### src/rtl/instr_mem_pkg.sv
// Shared types and constants for the instruction-memory loader.
package instr_mem_pkg;

  localparam int unsigned MEM_BYTES_DEF = 256;
  localparam int unsigned INSTR_W       = 32;

  typedef enum logic [1:0] {
    StIdle,
    StRecv,
    StWrite,
    StDone
  } loader_state_e;

  typedef logic [1:0] lane_idx_t;

  function automatic logic [2:0] popcount4(input logic [3:0] m);
    popcount4 = 3'(m[0]) + 3'(m[1]) + 3'(m[2]) + 3'(m[3]);
  endfunction

endpackage

### src/rtl/byte_packer.sv
// Packs a byte stream little-endian into a 32-bit word with a pending-lane mask.
module byte_packer
  import instr_mem_pkg::*;
(
  input  logic               clk_i,
  input  logic               rst_i,
  input  logic               clear_i,
  input  logic               push_i,
  input  logic [7:0]         byte_i,
  output lane_idx_t          lane_o,
  output logic [3:0]         mask_o,
  output logic [3:0]         mask_next_o,
  output logic [INSTR_W-1:0] word_next_o
);

  lane_idx_t          lane_q, lane_d;
  logic [3:0]         mask_q, mask_d;
  logic [INSTR_W-1:0] word_q, word_d;

  // Next values reflect a push only; clear is applied at the register so the
  // top can sample the completed word on the same cycle the last lane fills.
  always_comb begin
    lane_d = lane_q;
    mask_d = mask_q;
    word_d = word_q;
    if (push_i) begin
      word_d[{lane_q, 3'b000} +: 8] = byte_i;
      mask_d[lane_q]                = 1'b1;
      lane_d                        = lane_q + 2'd1;
    end
  end

  always_ff @(posedge clk_i) begin
    if (rst_i || clear_i) begin
      lane_q <= '0;
      mask_q <= '0;
      word_q <= '0;
    end else begin
      lane_q <= lane_d;
      mask_q <= mask_d;
      word_q <= word_d;
    end
  end

  assign lane_o      = lane_q;
  assign mask_o      = mask_q;
  assign mask_next_o = mask_d;
  assign word_next_o = word_d;

endmodule

### src/rtl/instr_mem_loader.sv
// Streams a program image into the instruction store and stalls the CPU until done.
// Define LOADER_CHECKSUM_EN to treat the final byte as an 8-bit checksum trailer.
module instr_mem_loader
  import instr_mem_pkg::*;
#(
  parameter int unsigned MEM_BYTES = MEM_BYTES_DEF,
  parameter int unsigned ADDR_W    = 8
) (
  input  logic               clk,
  input  logic               rst,
  input  logic               start,
  input  logic [7:0]         byte_in,
  input  logic               byte_valid,
  input  logic               byte_last,
  output logic               byte_ready,
  output logic               wr_en,
  output logic [ADDR_W-1:0]  wr_addr,
  output logic [INSTR_W-1:0] wr_data,
  output logic [3:0]         wr_be,
  output logic               cpu_stall,
  output logic               done,
  output logic               error,
  output logic [ADDR_W:0]    load_bytes
);

  localparam int unsigned CntW = ADDR_W + 1;

  loader_state_e      state_q;
  logic               byte_ready_q, wr_en_q, cpu_stall_q, done_q, error_q, last_seen_q;
  logic [ADDR_W-1:0]  wr_addr_q;
  logic [INSTR_W-1:0] wr_data_q;
  logic [3:0]         wr_be_q;
  logic [CntW-1:0]    load_bytes_q;

  lane_idx_t          pk_lane;
  logic [3:0]         pk_mask, pk_mask_next;
  logic [INSTR_W-1:0] pk_word_next;
  logic               pk_clear, pk_push;

  logic               accept, start_ok, is_data, at_capacity, drop, word_full, trailer_bad;
  logic [CntW:0]      occupied;
  logic [CntW-1:0]    load_next;

`ifdef LOADER_CHECKSUM_EN
  logic [7:0] sum_q;
  logic       chk_bad_q;
`endif

  always_comb begin
    accept   = byte_valid & byte_ready_q;
    start_ok = start & ((state_q == StIdle) | (state_q == StDone));
`ifdef LOADER_CHECKSUM_EN
    is_data     = ~byte_last;
    trailer_bad = (sum_q + byte_in) != 8'h00;
`else
    is_data     = 1'b1;
    trailer_bad = 1'b0;
`endif
    // Capacity counts bytes already written plus bytes waiting in the packer.
    occupied    = (CntW + 1)'(load_bytes_q) + (CntW + 1)'(popcount4(pk_mask));
    at_capacity = occupied >= (CntW + 1)'(MEM_BYTES);
    pk_push     = accept & is_data & ~at_capacity;
    drop        = accept & is_data & at_capacity;
    pk_clear    = start_ok | (state_q == StWrite);
    word_full   = pk_push & (pk_lane == 2'd3);
    load_next   = load_bytes_q + CntW'(popcount4(wr_be_q));
  end

  byte_packer u_packer (
    .clk_i       (clk),
    .rst_i       (rst),
    .clear_i     (pk_clear),
    .push_i      (pk_push),
    .byte_i      (byte_in),
    .lane_o      (pk_lane),
    .mask_o      (pk_mask),
    .mask_next_o (pk_mask_next),
    .word_next_o (pk_word_next)
  );

  always_ff @(posedge clk) begin
    if (rst) begin
      state_q      <= StIdle;
      byte_ready_q <= 1'b0;
      wr_en_q      <= 1'b0;
      wr_addr_q    <= '0;
      wr_data_q    <= '0;
      wr_be_q      <= '0;
      cpu_stall_q  <= 1'b1;
      done_q       <= 1'b0;
      error_q      <= 1'b0;
      load_bytes_q <= '0;
      last_seen_q  <= 1'b0;
`ifdef LOADER_CHECKSUM_EN
      sum_q        <= '0;
      chk_bad_q    <= 1'b0;
`endif
    end else begin
      unique case (state_q)
        StIdle, StDone: begin
          if (start_ok) begin
            state_q      <= StRecv;
            byte_ready_q <= 1'b1;
            done_q       <= 1'b0;
            cpu_stall_q  <= 1'b1;
            error_q      <= 1'b0;
            wr_addr_q    <= '0;
            load_bytes_q <= '0;
            last_seen_q  <= 1'b0;
`ifdef LOADER_CHECKSUM_EN
            sum_q        <= '0;
            chk_bad_q    <= 1'b0;
`endif
          end
        end
        StRecv: begin
          if (accept) begin
            if (drop) error_q <= 1'b1;
`ifdef LOADER_CHECKSUM_EN
            if (is_data) sum_q <= sum_q + byte_in;
`endif
            if (word_full || (byte_last && pk_mask_next != 4'h0)) begin
              state_q      <= StWrite;
              byte_ready_q <= 1'b0;
              wr_en_q      <= 1'b1;
              wr_data_q    <= pk_word_next;
              wr_be_q      <= pk_mask_next;
              last_seen_q  <= byte_last;
`ifdef LOADER_CHECKSUM_EN
              chk_bad_q    <= byte_last & trailer_bad;
`endif
            end else if (byte_last) begin
              state_q      <= StDone;
              byte_ready_q <= 1'b0;
              done_q       <= 1'b1;
              cpu_stall_q  <= 1'b0;
              if (trailer_bad) error_q <= 1'b1;
            end
          end
        end
        StWrite: begin
          wr_en_q      <= 1'b0;
          wr_data_q    <= '0;
          wr_be_q      <= '0;
          load_bytes_q <= load_next;
          // Hold the address at the top of the store rather than wrapping to 0.
          if (load_next < CntW'(MEM_BYTES)) wr_addr_q <= wr_addr_q + ADDR_W'(4);
          if (last_seen_q) begin
            state_q     <= StDone;
            done_q      <= 1'b1;
            cpu_stall_q <= 1'b0;
`ifdef LOADER_CHECKSUM_EN
            if (chk_bad_q) error_q <= 1'b1;
`endif
          end else begin
            state_q      <= StRecv;
            byte_ready_q <= 1'b1;
          end
        end
        default: state_q <= StIdle;
      endcase
    end
  end

  assign byte_ready = byte_ready_q;
  assign wr_en      = wr_en_q;
  assign wr_addr    = wr_addr_q;
  assign wr_data    = wr_data_q;
  assign wr_be      = wr_be_q;
  assign cpu_stall  = cpu_stall_q;
  assign done       = done_q;
  assign error      = error_q;
  assign load_bytes = load_bytes_q;

endmodule

### config.mk
export PLATFORM = sky130hd
export DESIGN_NAME = instr_mem_loader
export DESIGN_NICKNAME = d
export VERILOG_FILES = /design/src/rtl/instr_mem_pkg.sv /design/src/rtl/byte_packer.sv /design/src/rtl/instr_mem_loader.sv
export SDC_FILE = /design/constraint.sdc
export NUM_CORES = 1
export LEC_CHECK = 0
export CAP_MARGIN = 15
export CORE_MARGIN = 1
export CORE_UTILIZATION = 45
export DETAILED_ROUTE_END_ITERATION = 16
export PLACE_DENSITY = 0.69
export REMOVE_ABC_BUFFERS = 1
export SLEW_MARGIN = 20
export SYNTH_ARGS = -nofsm -noshare
export SYNTH_HDL_FRONTEND = slang
export SYNTH_SLANG_ARGS = --single-unit
export TNS_END_PERCENT = 1
### constraint.sdc
create_clock -name clk -period 3.8 [get_ports clk]
set_input_delay 1.14 -clock clk [delete_from_list [all_inputs] [get_ports clk]]
set_output_delay 1.14 -clock clk [all_outputs]
set_load 0.01 [all_outputs]
# Word level (Yosys, flattened, before mapping)
# Index checks and enable logic that the tools add are counted.
[op_classes]
muxes = 47
n_shift = 2
add_sub_neg = 11
n_lt_le_gt_ge = 4
n_eq_ne = 14
reduce_logical = 18
bitwise = 9
[ops]
columns = ["cell", "count"]
rows = [
  ["2-to-1 mux 32 bit", 3],
  ["case mux 32 bit (2 select lines)", 1],
  ["bitwise mux 32 bit", 1],
  ["variable shift 8 x 7 -> 32 bit, first input constant", 1],
  ["variable part select 8 x 7 -> 32 bit", 1],
  ["2-to-1 mux 1 bit", 20],
  ["case mux 9 bit (2 select lines)", 1],
  ["2-to-1 mux 8 bit", 2],
  ["inequality test 2 bit, second input constant", 8],
  ["case mux 8 bit (2 select lines)", 1],
  ["2-to-1 mux 4 bit", 3],
  ["AND reduction 4 bit", 3],
  ["adder 9 x 3 -> 10 bit", 1],
  [">= comparator 10 x 9 -> 1 bit, second input constant", 1],
  ["2-to-1 mux 2 bit", 5],
  ["adder 9 x 3 -> 9 bit", 1],
  ["less-than comparator 9 bit, second input constant", 1],
  ["2-to-1 mux 9 bit", 1],
  ["case mux 1 bit (3 select lines)", 3],
  ["AND reduction 3 bit", 3],
  ["adder 8 x 3 -> 8 bit, second input constant", 1],
  ["case mux 4 bit (2 select lines)", 1],
  ["negation 5 -> 7 bit", 1],
  ["adder 2 x 1 -> 3 bit", 2],
  ["other kinds (24)", 39],
]
[word_totals]
output_inout_bits = 58
in_bits = 13
regBits = 99
elab_cells = 119

# Logic depth before layout (Yosys ltp)
[depth]
depth_word = 14
depth_mapped = 11
ltp_nobuf = 11

# Hierarchy
# From an unflattened synthesis, not the netlist that was laid out.
[hier_totals]
hier_cells = 514
area_unflattened_um2 = 4825.9
[modules_own_cells]
columns = ["mod", "cells_per_inst", "area_each_um2", "n_inst", "seq_area_each_um2"]
rows = [
  ["instr_mem_loader", 331, 3106.7, 1, 1181.1],
  ["byte_packer", 183, 1719.1, 1, 760.7],
]

# Worst setup path after synthesis
# OpenSTA, ideal clock, no wires.
[synth_timing]
path_type = "reg2reg"
start = "register wr_be_q[0] (netlist: wr_be[0])"
end = "register wr_addr_q[7] (netlist: wr_addr[7])"
path_buffers = 0
setup_time_ns = 0.139
synth_period_minus_slack_ns = 2.743
path_slack_ns = 1.057
required_ns = 3.661
arrival_time_ns = 2.604
path_stages_with_launch = 12
cell_sequence = "dfxtp_1 > fa_1 > inv_1 > fa_1 > inv_1 > fa_1 > inv_1 > o31a_1 > o21ai_0 > nand4_1 > xor2_1 > nor2_1"
[synth_via]
elab_chain_cells = 7
[synth_rtl]
columns = ["item", "line", "source"]
rows = [
  ["from (decl)", "instr_mem_loader.sv:32", "logic [3:0] wr_be_q;"],
  ["from (signal assigned)", "instr_mem_loader.sv:127", "wr_be_q <= pk_mask_next;"],
  ["adder 1 x 1 -> 2 bit", "instr_mem_pkg.sv:17", "popcount4 = 3'(m[0]) + 3'(m[1]) + 3'(m[2]) + 3'(m[3]);"],
  ["adder 2 x 1 -> 3 bit", "instr_mem_pkg.sv:17", ""],
  ["adder 3 x 1 -> 3 bit", "instr_mem_pkg.sv:17", ""],
  ["adder 9 x 3 -> 9 bit", "instr_mem_loader.sv:66", "load_next = load_bytes_q + CntW'(popcount4(wr_be_q));"],
  ["less-than comparator 9 bit", "instr_mem_loader.sv:147", "if (load_next < CntW'(MEM_BYTES)) wr_addr_q <= wr_addr_q + ADDR_W'(4);"],
  ["inequality test 2 x 1 -> 1 bit (no line)", "n/a", ""],
  ["AND reduction 3 bit (no line)", "n/a", ""],
  ["to (signal assigned)", "instr_mem_loader.sv:147", ""],
  ["to (decl)", "instr_mem_loader.sv:30", "logic [ADDR_W-1:0] wr_addr_q;"],
]
# No other way between the ends.
# A chain may end at the register's enable or synchronous reset.

# Worst setup path in the final report
# Same ends and word-level chain as after synthesis.

==> results.sh <==
export IMPL_synth_area_per_cell_um2=8.69
export IMPL_ant_nets=0
export IMPL_wl_per_cell_um=15.1
export IMPL_rows=36
export IMPL_area_delta_synth_final_pct=20.0
export IMPL_r2r_slack_ns=0.69
export IMPL_grt_pass1_vias=3693
export IMPL_overflow=0
export IMPL_dp_slack_ns=0.464
export IMPL_end_kind="flop"
export IMPL_powerDensity_nw_per_um2=479
export IMPL_cp_start_kind="flop"
export IMPL_synth_top_family_by_area="simple AND/OR/NAND/NOR gates"
export IMPL_cp_required_ns=4.03
export IMPL_r2r_cells=11
export IMPL_cts_buffers=9
export IMPL_hold_depth=2
export IMPL_synth_edff_count=0
export IMPL_grtUsageMet3_pct=2.92
export IMPL_grt_pass1_wl_um=17500
export IMPL_ios=71
export IMPL_slew_viol_final=0
export IMPL_cts_resized=0
export IMPL_hpwl_um=7570
export IMPL_p_leak_nw=2.03
export IMPL_syn_cell_area_um2=4600
export IMPL_crit_path_max_fanout=6
export IMPL_diodes=0
export IMPL_design_area_um2=5530
export IMPL_post_cts_buffers=0
export IMPL_period_share_pct=81.7
export IMPL_power_frac_seq_pct=45.1
export IMPL_multiInputGateArea_um2=2430
export IMPL_busiest_layer="met2"
export IMPL_synth_main_ff_cell="dfxtp_1"
export IMPL_cts_buffer_depth=2
export IMPL_switching_share_pct=34.7
export IMPL_synthAdderAreaFrac_pct=5.54
export IMPL_cp_cell_sequence="fa_1 > inv_1 > fa_1 > inv_1 > fa_1 > inv_1 > o31a_1 > o21ai_0 > nand4_1 > xor2_1 > nor2_1"
export IMPL_max_stage_delay_ns=0.55
export IMPL_yosysUniqueCellTypes=53
export IMPL_htree_levels=3
export IMPL_grtUsageMet1_pct=30.0
export IMPL_cts_hold_buf=0
export IMPL_final_cell_mix="dfxtp_1 (97), nor2_1 (81), clkdlybuf4s50_1 (68)"
export IMPL_skew_ns=0.0134
export IMPL_rsz0062_at_grt="no"
export IMPL_timing_fmax_ghz=0.322
export IMPL_maxCapViolCount=0
export IMPL_synth_compound_area_share_pct=21.3
export IMPL_clkSlewWorstSetupHoldPaths_ns=0.09
export IMPL_vias=3926
export IMPL_start_util_pct=46.7
export IMPL_cpMaxStageDelayCell="o21ai_0"
export IMPL_layout_commonest_cell="dfxtp_1"
export IMPL_die_w_um=103
export IMPL_hold_violations=0
export IMPL_vias_per_cell=5.45
export IMPL_critPathBufInv=3
export IMPL_rr_endpoint="wr_addr[7]"
export IMPL_holdWs_ns=0.469
export IMPL_r2r_start="wr_be[0]"
export IMPL_final_cells=721
export IMPL_synth_xor_area_share_pct=2.28
export IMPL_gp_congestion=0.851
export IMPL_post_route_min_period_ns=3.11
export IMPL_fin_ws_ns=0.694
export IMPL_status="finished clean"
export IMPL_dieArea_um2=10600
export IMPL_core_um2=9860
export IMPL_cp_data_arrival_time_ns=3.33
export IMPL_synthArstFlopShare_pct=0
export IMPL_clock_sinks=97
export IMPL_setup_viol_count_final=0
export IMPL_holdPathEnd="u_packer.word_q[30]"
export IMPL_root_buffer="clkbuf_8"
export IMPL_drive_gt1_share_pct=8.50
export IMPL_seq_area_frac_synth_pct=42.2
export IMPL_fin_util_pct=56.0
export IMPL_fill_cells=917
export IMPL_p_int_mw=1.73
export IMPL_ff_latch_area_um2=1940
export IMPL_hp_class="reg2reg"
export IMPL_power_ir_vdd_worst_mv=0.270
export IMPL_insertion_delay_ns=0.37
export IMPL_synth_simple_gate_area_share_pct=21.4
export IMPL_dr_pass1_iters=4
export IMPL_synth_mux_area_fraction_pct=2.17
export IMPL_antenna_found_initial=0
export IMPL_syn_instance_count=530
export IMPL_synth_seq_cells=97
export IMPL_path_delay_family="adder cells"
export IMPL_dpl_cell_area_um2=5350
export IMPL_io_buffer_count=68
export IMPL_tightest_slew_ns=0.676
export IMPL_critPathKind="reg2reg"
export IMPL_synth_warnings=0
export IMPL_dp_cells=705
export IMPL_nNetsFinal=614
export IMPL_combinationalPowerShare_pct=32.1
export IMPL_tritoncts="done"
export IMPL_switching_power_mw=0.918
export IMPL_drt_iter0_markers=161
export IMPL_grtUsageTotal_pct=21.6
export IMPL_max_slew_margin_rel_pct=54.4
export IMPL_die_h_um=103
export IMPL_drt_total_wl_um=10900
export IMPL_grt_max_degree=58
export IMPL_hp_start="u_packer.word_q[30]"
export IMPL_drc=0
export IMPL_gr_usage_met2_pct=33.3
export IMPL_p_clk_share_pct=22.8
## cells in the mapped netlist (all sizes together), types with 2 or more instances
master   n  area (um^2)
dfxtp   97         1940
nor2    82          310
a21oi   49          245
nand2   42          158
a21o    19          143
buf     19          123
clkbuf  18         67.6
o21ai   18         90.1
a211oi  17          213
nand3   17         85.1
or3     17          106
ha      14          175
inv     12         45.0
nand2b  12         75.1
nand4   11         68.8
mux2i   10          100
o211a    9         90.1
a31oi    8         50.1
xor2     8         70.1
and3     5         31.3
fa       4         80.1
xnor2    4         35.0
and2     3         18.8
nand3b   3         22.5
nor2b    3         18.8
nor3     3         15.0
nor4     3         18.8
o211ai   3         32.5
a21boi   2         15.0
a311o    2         20.0
o31ai    2         20.0
or4      2         18.8
## through the flow
| step | power (mW) | TNS, ns |
|---|---|---|
| after floorplan | 1.70 | -25.39 |
| after global placement | 2.04 | 0 |
| after CTS | 2.66 | 0 |
| after detailed placement | 2.06 | 0 |
| final | 2.64 | 0 |
| after global routing | 2.81 | 0 |
## routing by layer
| layer | share of wire (%) | up-vias |
|---|---|---|
| met5 | 0 | - |
| met4 | 2.0 | 0 |
| met3 | 5.1 | 15 |
| met2 | 46 | 101 |
| met1 | 47 | 1857 |
| li1 | - | 1953 |
## state kept, by name, summed over array words and instances, names as in the netlist
| signal | flops |
|---|---|
| wr_data | 32 |
| u_packer.word_q | 32 |
| error | 1 |
| cpu_stall | 1 |
| wr_en | 1 |
| done | 1 |
| u_packer.mask_o | 4 |
| load_bytes | 9 |
| wr_be | 4 |
| state_q | 2 |
| wr_addr | 6 |
| byte_ready | 1 |
| last_seen_q | 1 |
| u_packer.lane_o | 2 |
## kinds of logic after synthesis
logic type	Yosys count
adders and majority gates	18
AOI/OAI and AO/OA	136
DFF	97
other	1
buffers and inverters	49
and+or+nand+nor	207
muxes	10
xor gates and xnor gates	12
## power by group through the flow
stage               Sequential, mW  Clock [mW]  Combinational (mW)
finish                        1.19       0.604               0.848
global route                  1.21       0.666               0.935
CTS                           1.19       0.621               0.846
detailed placement            1.22           0               0.844
global placement              1.21           0               0.826
floorplan                     1.25           0               0.456
## worst max path at each step
stage | start | end | slack [ns] | cells after the start
CTS | wr_be[0] | wr_addr[7] | 0.69 | 11
finish | wr_be[0] | wr_addr[7] | 0.69 | 11
global route | wr_be[0] | wr_addr[7] | 0.44 | 11
global placement | byte_valid | wr_data[8] | 0.61 | 8
floorplan | byte_valid | wr_data[10] | -0.84 | 6
detailed placement | byte_valid | wr_data[20] | 0.46 | 8
## worst min-delay path, cell delays in order, from the launching register on
cell and delay [ns]:
dfxtp_1 0.31, nand2_1 0.07, a21oi_1 0.06
## final cells by class
cell class / count / area share, %
Multi-Input combinational cell: 385 / 44.0
Tap cell: 133 / 3.01
Clock buffer: 10 / 2.31
Sequential cell: 97 / 35.1
Clock inverter: 6 / 0.793
Inverter: 12 / 0.815
Timing Repair Buffer: 78 / 13.9
(Power assumes the default switching activity.)
